### src/rtl/keypad_pkg.sv
// Shared types and constants for the 3x4 keypad responder.
package keypad_pkg;

  typedef enum logic [1:0] {
    ST_IDLE       = 2'd0,
    ST_BOUNCE_IN  = 2'd1,
    ST_HOLD       = 2'd2,
    ST_BOUNCE_OUT = 2'd3
  } kp_state_e;

  typedef logic [3:0] key_code_t;

  typedef struct packed {
    logic [1:0] row;
    logic [1:0] col;
  } key_pos_t;

  localparam key_code_t   NUM_KEYS  = 4'd12;
  localparam logic [3:0]  ROW_IDLE  = 4'b1111;
  localparam logic [15:0] LFSR_SEED = 16'hACE1;

  // Key code to matrix position: row = code/3, column = code%3.
  function automatic key_pos_t key_to_pos(input key_code_t code);
    key_pos_t p;
    p.row = 2'(code / 4'd3);
    p.col = 2'(code % 4'd3);
    return p;
  endfunction

endpackage

### src/rtl/lfsr16.sv
// 16-bit Fibonacci LFSR (taps 16,14,13,11) used as the contact-bounce source.
// next_lsb_o is bit 0 of the value the register takes at the next edge, so a
// registered consumer sampling it stays aligned with the LFSR register.
module lfsr16 (
  input  logic        clk_i,
  input  logic        rst_ni,
  input  logic        en_i,
  input  logic [15:0] seed_i,
  output logic        next_lsb_o
);

  logic [15:0] lfsr_q, lfsr_d;

  // Shift right, feedback from taps 16,14,13,11 into the MSB.
  always_comb begin
    lfsr_d = lfsr_q;
    if (en_i) begin
      lfsr_d = {lfsr_q[0] ^ lfsr_q[2] ^ lfsr_q[3] ^ lfsr_q[5], lfsr_q[15:1]};
    end
  end

  // LFSR state register, reloaded with the seed on reset.
  always_ff @(posedge clk_i or negedge rst_ni) begin
    if (!rst_ni) lfsr_q <= seed_i;
    else         lfsr_q <= lfsr_d;
  end

  assign next_lsb_o = lfsr_d[0];

endmodule

### src/rtl/keypad_responder.sv
// Matrix-keypad responder: emulates a pressed key on the row lines in answer
// to the scanner's column strobes. Build option KEYPAD_BOUNCE_EN adds
// pseudo-random contact bounce phases around the stable hold phase.
module keypad_responder
  import keypad_pkg::*;
#(
  parameter int unsigned NUM_COLS      = 3,
  parameter int unsigned NUM_ROWS      = 4,
  parameter int unsigned HOLD_CYCLES   = 5000000,
  parameter int unsigned BOUNCE_CYCLES = 200000
) (
  input  logic                clk,
  input  logic                rst,
  input  logic [NUM_COLS-1:0] col,
  input  key_code_t           press_key,
  input  logic                press_valid,
  output logic                press_ready,
  output logic [NUM_ROWS-1:0] row,
  output logic                busy,
  output logic                key_down,
  output logic                bad_key
);

  localparam int unsigned MAX_CYC = (HOLD_CYCLES > BOUNCE_CYCLES) ? HOLD_CYCLES : BOUNCE_CYCLES;
  localparam int unsigned CNT_W   = (MAX_CYC == 0) ? 1 : $clog2(MAX_CYC + 1);
  // A phase of N cycles loads N-1 and leaves when the counter reads zero.
  localparam logic [CNT_W-1:0] HOLD_LOAD =
    (HOLD_CYCLES == 0) ? '0 : CNT_W'(HOLD_CYCLES - 1);
`ifdef KEYPAD_BOUNCE_EN
  localparam logic [CNT_W-1:0] BOUNCE_LOAD =
    (BOUNCE_CYCLES == 0) ? '0 : CNT_W'(BOUNCE_CYCLES - 1);
`endif

  kp_state_e        state_q, state_d;
  logic [CNT_W-1:0] cnt_q, cnt_d;
  key_pos_t         tgt_q, tgt_d;
  logic             key_down_q, key_down_d;
  logic             bad_key_q, bad_key_d;
  logic             bounce_bit;

`ifdef KEYPAD_BOUNCE_EN
  lfsr16 u_lfsr (
    .clk_i      (clk),
    .rst_ni     (rst),
    .en_i       (1'b1),
    .seed_i     (LFSR_SEED),
    .next_lsb_o (bounce_bit)
  );
`else
  assign bounce_bit = 1'b0;
`endif

  // Next-state, phase counter, key latch and registered contact value.
  always_comb begin
    state_d   = state_q;
    cnt_d     = cnt_q;
    tgt_d     = tgt_q;
    bad_key_d = 1'b0;
    unique case (state_q)
      ST_IDLE: begin
        if (press_valid) begin
          if (press_key < NUM_KEYS) begin
            tgt_d = key_to_pos(press_key);
`ifdef KEYPAD_BOUNCE_EN
            state_d = ST_BOUNCE_IN;
            cnt_d   = BOUNCE_LOAD;
`else
            state_d = ST_HOLD;
            cnt_d   = HOLD_LOAD;
`endif
          end else begin
            bad_key_d = 1'b1;
          end
        end
      end
`ifdef KEYPAD_BOUNCE_EN
      ST_BOUNCE_IN: begin
        if (cnt_q == '0) begin
          state_d = ST_HOLD;
          cnt_d   = HOLD_LOAD;
        end else begin
          cnt_d = cnt_q - 1'b1;
        end
      end
      ST_BOUNCE_OUT: begin
        if (cnt_q == '0) state_d = ST_IDLE;
        else             cnt_d   = cnt_q - 1'b1;
      end
`endif
      ST_HOLD: begin
        if (cnt_q == '0) begin
`ifdef KEYPAD_BOUNCE_EN
          state_d = ST_BOUNCE_OUT;
          cnt_d   = BOUNCE_LOAD;
`else
          state_d = ST_IDLE;
`endif
        end else begin
          cnt_d = cnt_q - 1'b1;
        end
      end
      default: state_d = ST_IDLE;
    endcase

    // Contact follows the state being entered so key_down lines up with it.
    unique case (state_d)
      ST_HOLD:                    key_down_d = 1'b1;
      ST_BOUNCE_IN, ST_BOUNCE_OUT: key_down_d = bounce_bit;
      default:                    key_down_d = 1'b0;
    endcase
  end

  // State registers; reset discards any latched key.
  always_ff @(posedge clk or negedge rst) begin
    if (!rst) begin
      state_q    <= ST_IDLE;
      cnt_q      <= '0;
      tgt_q      <= '0;
      key_down_q <= 1'b0;
      bad_key_q  <= 1'b0;
    end else begin
      state_q    <= state_d;
      cnt_q      <= cnt_d;
      tgt_q      <= tgt_d;
      key_down_q <= key_down_d;
      bad_key_q  <= bad_key_d;
    end
  end

  // Switch-matrix behaviour: the closed contact pulls its row low only while
  // its column strobe is low; no latency from col to row.
  always_comb begin
    row = NUM_ROWS'(ROW_IDLE);
    if (key_down_q && !col[tgt_q.col]) row[tgt_q.row] = 1'b0;
  end

  assign press_ready = (state_q == ST_IDLE);
  assign busy        = (state_q != ST_IDLE);
  assign key_down    = key_down_q;
  assign bad_key     = bad_key_q;

endmodule

### config.mk
export PLATFORM = sky130hd
export DESIGN_NAME = keypad_responder
export DESIGN_NICKNAME = d
export VERILOG_FILES = /design/src/rtl/keypad_pkg.sv /design/src/rtl/lfsr16.sv /design/src/rtl/keypad_responder.sv
export SDC_FILE = /design/constraint.sdc
export NUM_CORES = 1
export LEC_CHECK = 0
export CAP_MARGIN = 20
export CORE_MARGIN = 2
export CORE_UTILIZATION = 29
export CTS_BUF_LIST = sky130_fd_sc_hd__clkbuf_8
export CTS_CLUSTER_SIZE = 10
export DETAILED_ROUTE_END_ITERATION = 10
export SLEW_MARGIN = 10
export SYNTH_ARGS = -nofsm -noshare
export SYNTH_HDL_FRONTEND = slang
export SYNTH_HIERARCHICAL = 1
export SYNTH_SLANG_ARGS = --single-unit
### constraint.sdc
create_clock -name clk -period 2.6 [get_ports clk]
set_input_delay 0.26 -clock clk [delete_from_list [all_inputs] [get_ports clk]]
set_output_delay 0.26 -clock clk [all_outputs]
set_load 0.02 [all_outputs]
==> results of run 1 <==
cell usage in the layout, fill, tap and decap left out, types with 2 or more instances in the layout:
cell / netlist / layout
sky130_fd_sc_hd__nand4_1: 2 / 2
sky130_fd_sc_hd__or3_1: 3 / 3
sky130_fd_sc_hd__o31ai_1: 4 / 4
sky130_fd_sc_hd__inv_1: 8 / 9
sky130_fd_sc_hd__nand2_1: 21 / 21
sky130_fd_sc_hd__nand3_1: 6 / 6
sky130_fd_sc_hd__dfrtp_1: 31 / 31
sky130_fd_sc_hd__mux2i_1: 7 / 7
sky130_fd_sc_hd__nor2_1: 20 / 20
sky130_fd_sc_hd__ha_1: 5 / 5
sky130_fd_sc_hd__nand2b_1: 4 / 4
sky130_fd_sc_hd__clkdlybuf4s50_1: 0 / 17
sky130_fd_sc_hd__xnor2_1: 8 / 8
sky130_fd_sc_hd__o21ai_0: 6 / 5
sky130_fd_sc_hd__a211oi_1: 3 / 3
sky130_fd_sc_hd__o211ai_1: 4 / 4
sky130_fd_sc_hd__buf_4: 0 / 13
sky130_fd_sc_hd__xor2_1: 4 / 4
sky130_fd_sc_hd__nor3_1: 6 / 6
sky130_fd_sc_hd__o21ai_1: 1 / 2
sky130_fd_sc_hd__clkbuf_8: 0 / 7
sky130_fd_sc_hd__or4_1: 7 / 7
sky130_fd_sc_hd__nor4_1: 7 / 7
sky130_fd_sc_hd__a21oi_1: 4 / 3
synth_stat cells (all sizes together), types with 2 or more instances:
library cell | n | share of area
or3 | 3 | 0.011
o31ai | 4 | 0.018
xor2 | 4 | 0.020
inv | 8 | 0.018
xnor2 | 8 | 0.041
nor4 | 8 | 0.033
a211oi | 3 | 0.013
o21ai | 7 | 0.020
nand4 | 2 | 0.0073
dfrtp | 31 | 0.45
ha | 5 | 0.037
nor3 | 6 | 0.018
mux2i | 7 | 0.041
nand2b | 4 | 0.015
o211ai | 4 | 0.018
or4 | 8 | 0.037
nand3 | 6 | 0.018
clkbuf | 5 | 0.011
a21oi | 4 | 0.012
nand2 | 21 | 0.046
nor2 | 20 | 0.044
routing by layer:
metal / up-vias / global-route usage / part of all wire
li1: 724 / - / -
met1: 649 / 0.165 / 0.51
met2: 19 / 0.184 / 0.45
met3: 2 / 0.0400 / 0.036
met4: 0 / 0.0458 / 0.0043
met5: - / 0 / 0
cells by family after synthesis:
family | after synthesis | share of synthesized area
other | 1 | 0.00219
xor gates and xnor gates | 12 | 0.0614
AOI/OAI and AO/OA | 28 | 0.111
and+or+nand+nor | 85 | 0.263
muxes | 7 | 0.0410
buffers and inverters | 14 | 0.0315
DFF | 31 | 0.454
adders and majority gates | 5 | 0.0366
stage by stage:
step,cell area [sq um],utilization,setup TNS (ns)
finish,2150,0.384,0
global route,2150,0.384,0
CTS,2140,0.382,0
detailed placement,2040,0.365,-0.0814
global placement,2040,0.365,0
floorplan,1710,-,0
registers in the layout, indices dropped and copies added (netlist names):
name and flops:
state_q 2, tgt_q 4, bad_key 1, key_down 1
cnt_q 23
area by class of cell:
type	instances	area (sq um)
repair buffers	30	268
multi-input cells	138	888
fillers	587	3460
inverters	8	30.0
clock buffers	7	96.3
flip-flops and latches	31	776
clock inverters	1	3.75
well taps	72	90.1
path summary, 6_finish.rpt:
kind	from	endpoint	slack, ns	cells past startpoint
setup / recovery	cnt_q[2]	cnt_q[21]	0.11	5
hold / removal	rst	tgt_q[0]	0.37	2
setup reg to reg	cnt_q[2]	cnt_q[21]	0.11	5
hold reg to reg	cnt_q[16]	cnt_q[16]	0.51	1
max in group asynchronous	rst	cnt_q[9]	1.93	2
min in group clk	cnt_q[16]	cnt_q[16]	0.51	1
report_power, final:
group          total [mW]  internal (mW)  leakage, nW  switching (mW)
clock network       0.412          0.237       0.0557           0.175
registers           0.558          0.520        0.358          0.0382
logic               0.182         0.0849        0.444          0.0974
total                1.15          0.842        0.858           0.310
timing repair:
item | 4_1_cts | 5_1_grt
hold buffers | 0 | 0
gates resized for setup | 0 | 3
endpoints found under the setup margin | 0 | 2
worst max-delay path, stage by stage, from the launching register on:
cell	delay (ns)
sky130_fd_sc_hd__dfrtp_1	0.39
sky130_fd_sc_hd__or4_4	0.55
sky130_fd_sc_hd__or4_1	0.49
sky130_fd_sc_hd__or3_1	0.34
sky130_fd_sc_hd__or4_1	0.50
sky130_fd_sc_hd__a21oi_2	0.16
==> results.txt, run 1 <==
- Largest fanout on the critical path: 4
* Syn. warnings: 6
- Die Y: 80.8 um
* Leakage dissipation: 0.858 nW
- For this block, the initial DRC count from the detailed router was roughly 70.
- The congestion estimate from routability-driven global placement came to 0.739.
- Count of boundary I/O pins: 18
* Width of the die: roughly 81 um
- Diode insertion count for antenna repair: 0
* Clock-pin slew of the registers on the worst-case setup and hold paths: about 0.07 ns
- Post-route fraction of the period consumed by the critical path: 0.957
- STA puts the critical path data required time at 2.82 ns.
- Share of synthesized registers carrying an async set or reset: 1.00
- TritonCTS built the clock tree.
- The final route contains 1394 vias.
- The total area inside the core boundary comes to approximately 5600 sq um.
- On the final layout, the worst hold slack is 0.369 ns.
* Max frequency: around 400 MHz
* CP arrival: 2.70 ns
- Remaining number of nets flagged by the antenna check after routing: 0
* Average vias per placed instance: 4.86
* Relative slew margins: 0.606
- Final Power: 1.15 mW
- Counting the buffers created by CTS gives 5.
- Once layout is complete, the cells apart from fillers number 287.
- Area of the die: 6530 sq um
* Routed wire length per instance: about 12 um
- Fraction of layout cells with a size suffix above 1: 0.116
- The number of global-route vias before repair came to roughly 1300.
- Result of the run: finished clean
- In this run the mean area of a mapped cell was 9.35 sq um.
- Crit path setup slack, layout: 0.111 ns
- The clock arrives with roughly 0.0055 ns of skew.
- In this run, placement finished with an instance count of 279.
- Of the synthesized area, sequential elements account for 0.454.
- Area added between synthesis and finish: 25.8%
- For this design the ratio of total power to cell area is 536 nW/um^2.
- During placement, the flow inserted port buffers numbering 17.
- Count of standard-cell rows: 27
- At the pin with the least slew margin, the transition time is 0.589 ns.
* Number of nets in the layout: ~230
- Mapped cell area: 1710 sq um
* Tightest Hold Check Type: in -> async
- OpenSTA, run right after detailed placement, puts the worst setup slack at -0.0589 ns.
- The H-tree was split into 2 levels.
* Clk root buf: sky130_fd_sc_hd__clkbuf_8
- Final slew viol count: 0
- Count of flip-flops with a built-in enable after synthesis: 0
* Max-capacitance violation count: 0
- In the global route stage, overall resource usage came out at 0.123.
- Largest net degree at the start of global routing: 32
- Net count after synthesis: roughly 200
- Number of iterations in the first detailed-routing pass: 4
- Total grt overflow: 0
* Maximum VDD drop: 0.267 mV
- The critical path is of the reg -> reg type.
- Insertion delay to the later sink of the worst-skew pair: 0.28 ns
* CP endpoint kind: register
* Period minus WS final: 2.49 ns
* Most frequently used flop master after synthesis: sky130_fd_sc_hd__dfrtp_1
- Once the clock tree was built, the setup fixing pass inserted 0 buffers.
- Total count of hold-check failures in the final report: 0
- Final HPWL from detailed placement: roughly 2500 um
- Number of endpoints failing setup at the final stage: 0
- The number of antenna violations at the first check in global routing was 0.
- For this run, design rule violations remaining after detail routing come to 0.
- Setup repair after global routing left no endpoint under its margin.
* Synth cell types: 39
* Maximum clock path buffer count: 2
* Post-synthesis register bit count: 31
- Final wirelength: 3510 um
- Number of cells produced by synthesis: 183
* Global-route wire length before repair: 6110 um
* Initial core utilization: 0.305
* Startpoint kind of the worst setup timing path: register
* Sink Count: 31
Note: power is estimated with default switching activity, not from simulation.
==> inputs of run 2 (changes only) <==
- DONT_BUFFER_PORTS: unset -> 1
- PLACE_DENSITY: unset -> 0.51
==> results.txt, run 2 (synthesis gave the netlist of run 1 again) <==
- In this run the critical register-to-register path is launched from state_q[0].
* Number of iterations in the first detailed-routing pass: 4 (unchanged)
- Sink Count: 31 (unchanged)
- The worst setup path is captured at a register.
* P per Cell Area: 545 nW/um^2 (+1.8%)
- Routed wire length per instance: 12.9 um (+5.5%)
- Die Y: 80.8 um (unchanged)
- The largest fanout of any net on the critical path is 5 (+1).
- In this run the worst setup path begins at state_q[0].
- Leaving out fill and tap cells, the most frequent cell in the layout is sky130_fd_sc_hd__dfrtp_1.
- The floorplan die area came to 6530 sq um (unchanged).
- CTS buffer count: 5 (unchanged)
* Startpoint kind of the worst setup timing path: register
* Worst path buffer plus inverter count: 0 (unchanged)
- Clock tree synthesis selected as its root buffer the cell sky130_fd_sc_hd__clkbuf_8.
* Hold path startpoint: press_valid
* Combinational cell fraction of total power: 0.135 (-0.023)
- TritonCTS clock tree: built
- Max-capacitance violation count: 0 (unchanged)
- The final-layout worst hold slack was 0.113 ns (-0.256 ns).
- Leaving out fill and tap cells, the most frequent cells in the layout are 31 x sky130_fd_sc_hd__dfrtp_1, 21 x sky130_fd_sc_hd__nand2_1, 20 x sky130_fd_sc_hd__nor2_1.
- The maximum number of buffers from clock root to sink is 2 (unchanged).
* Final Power: 1.08 mW (-6.5%)
* Global-route track usage on met2: 0.188 (+0.00333)
* Total grt overflow: 0 (unchanged)
- Flip-flop count of the largest register after layout: 23 (unchanged)
- The vias per cell is 4.91 (+1.2%).
* Post-route fraction of the period consumed by the critical path: 0.930 (-0.0280)
- Area added between synthesis and finish: 15.6%
- After global routing, the most crowded layer is met2.
- The clock slew at the register clock pins of the worst setup and hold paths is 0.06 ns (about the same).
- Routability Congestion: 0.801 (+8.4%)
* Largest net degree at the start of global routing: 32 (unchanged)
- The tightest min-delay check is of the in -> reg type.
* Slew at the pin with the worst max-slew slack: 0.565 ns (-0.0246 ns)
- Unrepaired setup endpoints after global routing: false
* Seq pwr share: 0.519 (+0.035)
- Counting flops per register, the top entry is cnt_q.
- Worst EP required: 2.80 ns (-0.02 ns)
- The maximum clock frequency came to 414 MHz (+3.0%).
- The global-route met3 utilization came to 0.0333 (-0.00667).
- The total number of placement rows came to 27 (unchanged).
* Crit-path most repeated cell: sky130_fd_sc_hd__or4_1
- The run finished with clean final reports.
* Final slew viol count: 0 (unchanged)
- Relative slew margins: 0.622 (+0.0161)
- Post-Route Utilization: 0.353 (-0.0312)
- Delay of the slowest cell on the worst path: 0.60 ns (+0.05 ns)
* Switch Pwr: 0.292 mW (-5.9%)
- The die outline width came to 80.8 um (unchanged).
- The post-detailed-placement cell area came to 1860 sq um (-9.1%).
- GR Util All Layers: 0.120 (-0.00233)
- Antenna violations before repair: 0 (unchanged)
* Level count of the clock H-tree: 2 (unchanged)
- Insertion delay to the later sink of the worst-skew pair: 0.28 ns (about the same)
- Initial core utilization: 0.305 (unchanged)
- Global-route wire length before repair: 6060 um (-0.79%)
- Total count of hold-check failures in the final report: 0 (unchanged)
- Maximum VDD drop: 0.307 mV (+15%)
- The internal portion of total power was 0.786 mW (-6.7%).
- Post CTS Setup Buffer Count: 0 (unchanged)
- Critical path cell sequence: or4b_1 -> or4_1 -> or3_1 -> or4_1 -> a21oi_1
* Number of endpoints failing setup at the final stage: 0 (unchanged)
- The number of fill cells came to 610 (+3.9%).
- Met1 Track Usage GR: 0.159 (-0.00550)
* Diode insertion count for antenna repair: 0 (unchanged)
* Largest delay share family, worst path: simple AND/OR/NAND/NOR gates
* Worst clock skew on the final layout: 0.00535 ns (-0.000112 ns)
- The number of nets in the final layout was 212 (-7.4%).
- Remaining number of nets flagged by the antenna check after routing: 0 (unchanged)
* Layout Cell Area excl Fill: 1980 sq um (-8.1%)
- The DRC violation total after the first TritonRoute iteration was 46 (-32%).
- Drt drc: 0 (unchanged)
- The switching share of power came to 0.271 (+0.00186).
- The setup TNS came to 0 ns (unchanged).
- Count of boundary I/O pins: 18 (unchanged)
* Core area: 5610 sq um (unchanged)
- Portion of total power attributed to the clock network: 0.347 (-0.010)
* Final HPWL from detailed placement: 2590 um (+1.7%)
* Crit-path slowest cell: sky130_fd_sc_hd__or4b_1
- Detailed-route via count: 1322 (-5.2%)
* Critical path class: reg -> reg
- The largest registers in the layout are cnt_q x23, tgt_q x4, state_q x2.
* CP arrival: 2.62 ns (-0.08 ns)
* Quantity of I/O buffers inserted on ports: 0 (-17)
- The total wire length was 3470 um (-1.1%).
* Fraction of layout cells with a size suffix above 1: 0.112 (-0.00460)
- Via count of the first global-routing pass: 1309 (-0.15%)
- The leakage power total was 0.785 nW (-8.5%).
- The shortest clock period the worst path allows after layout is 2.42 ns (-0.0727 ns).
run 2: timing repair:
action | CTS | global route
resized for setup | 0 | 1
hold buffers | 2 | 0
endpoints found under the setup margin | 0 | 1
endpoints found under the hold margin | 31 | 0
run 2: power by group through the flow:
stage               clock network [mW]  logic [mW]  registers (mW)
floorplan                            0       0.102           0.562
CTS                              0.385       0.149           0.560
finish                           0.374       0.145           0.559
detailed placement                   0       0.134           0.568
global placement                     0       0.134           0.566
global route                     0.404       0.170           0.564
run 2: stage by stage:
stage	instances	setup slack (ns)
after floorplan	183	0.0742
after global placement	260	0.207
after detailed placement	260	0.179
after CTS	269	0.180
after global routing	269	0.0685
final	269	0.183
run 2: final timing paths:
check	depth (start not counted)	slack [ns]	to
worst max-delay path	5	0.18	cnt_q[21]
worst min-delay path	2	0.11	bad_key
worst max register to register	5	0.18	cnt_q[21]
worst min register to register	1	0.51	cnt_q[16]
max in group asynchronous	2	2.00	cnt_q[8]
min in group asynchronous	2	0.42	tgt_q[0]
run 2: area by class of cell:
class / instances / area, sq um / share of cell area
inverter: 8 / 30.0 / 0.0152
timing repair buffer: 13 / 113 / 0.0570
clock buffer: 6 / 82.6 / 0.0418
sequential: 31 / 776 / 0.392
tap: 72 / 90.1 / 0.0456
multi-input combinational: 138 / 881 / 0.446
clock inverter: 1 / 5.00 / 0.00253
run 2: layer usage:
layer / vias to the layer above / wire (um)
li1: 684 / -
met1: 619 / 1800
met2: 13 / 1530
met3: 6 / 91
met4: 0 / 46
met5: - / 0
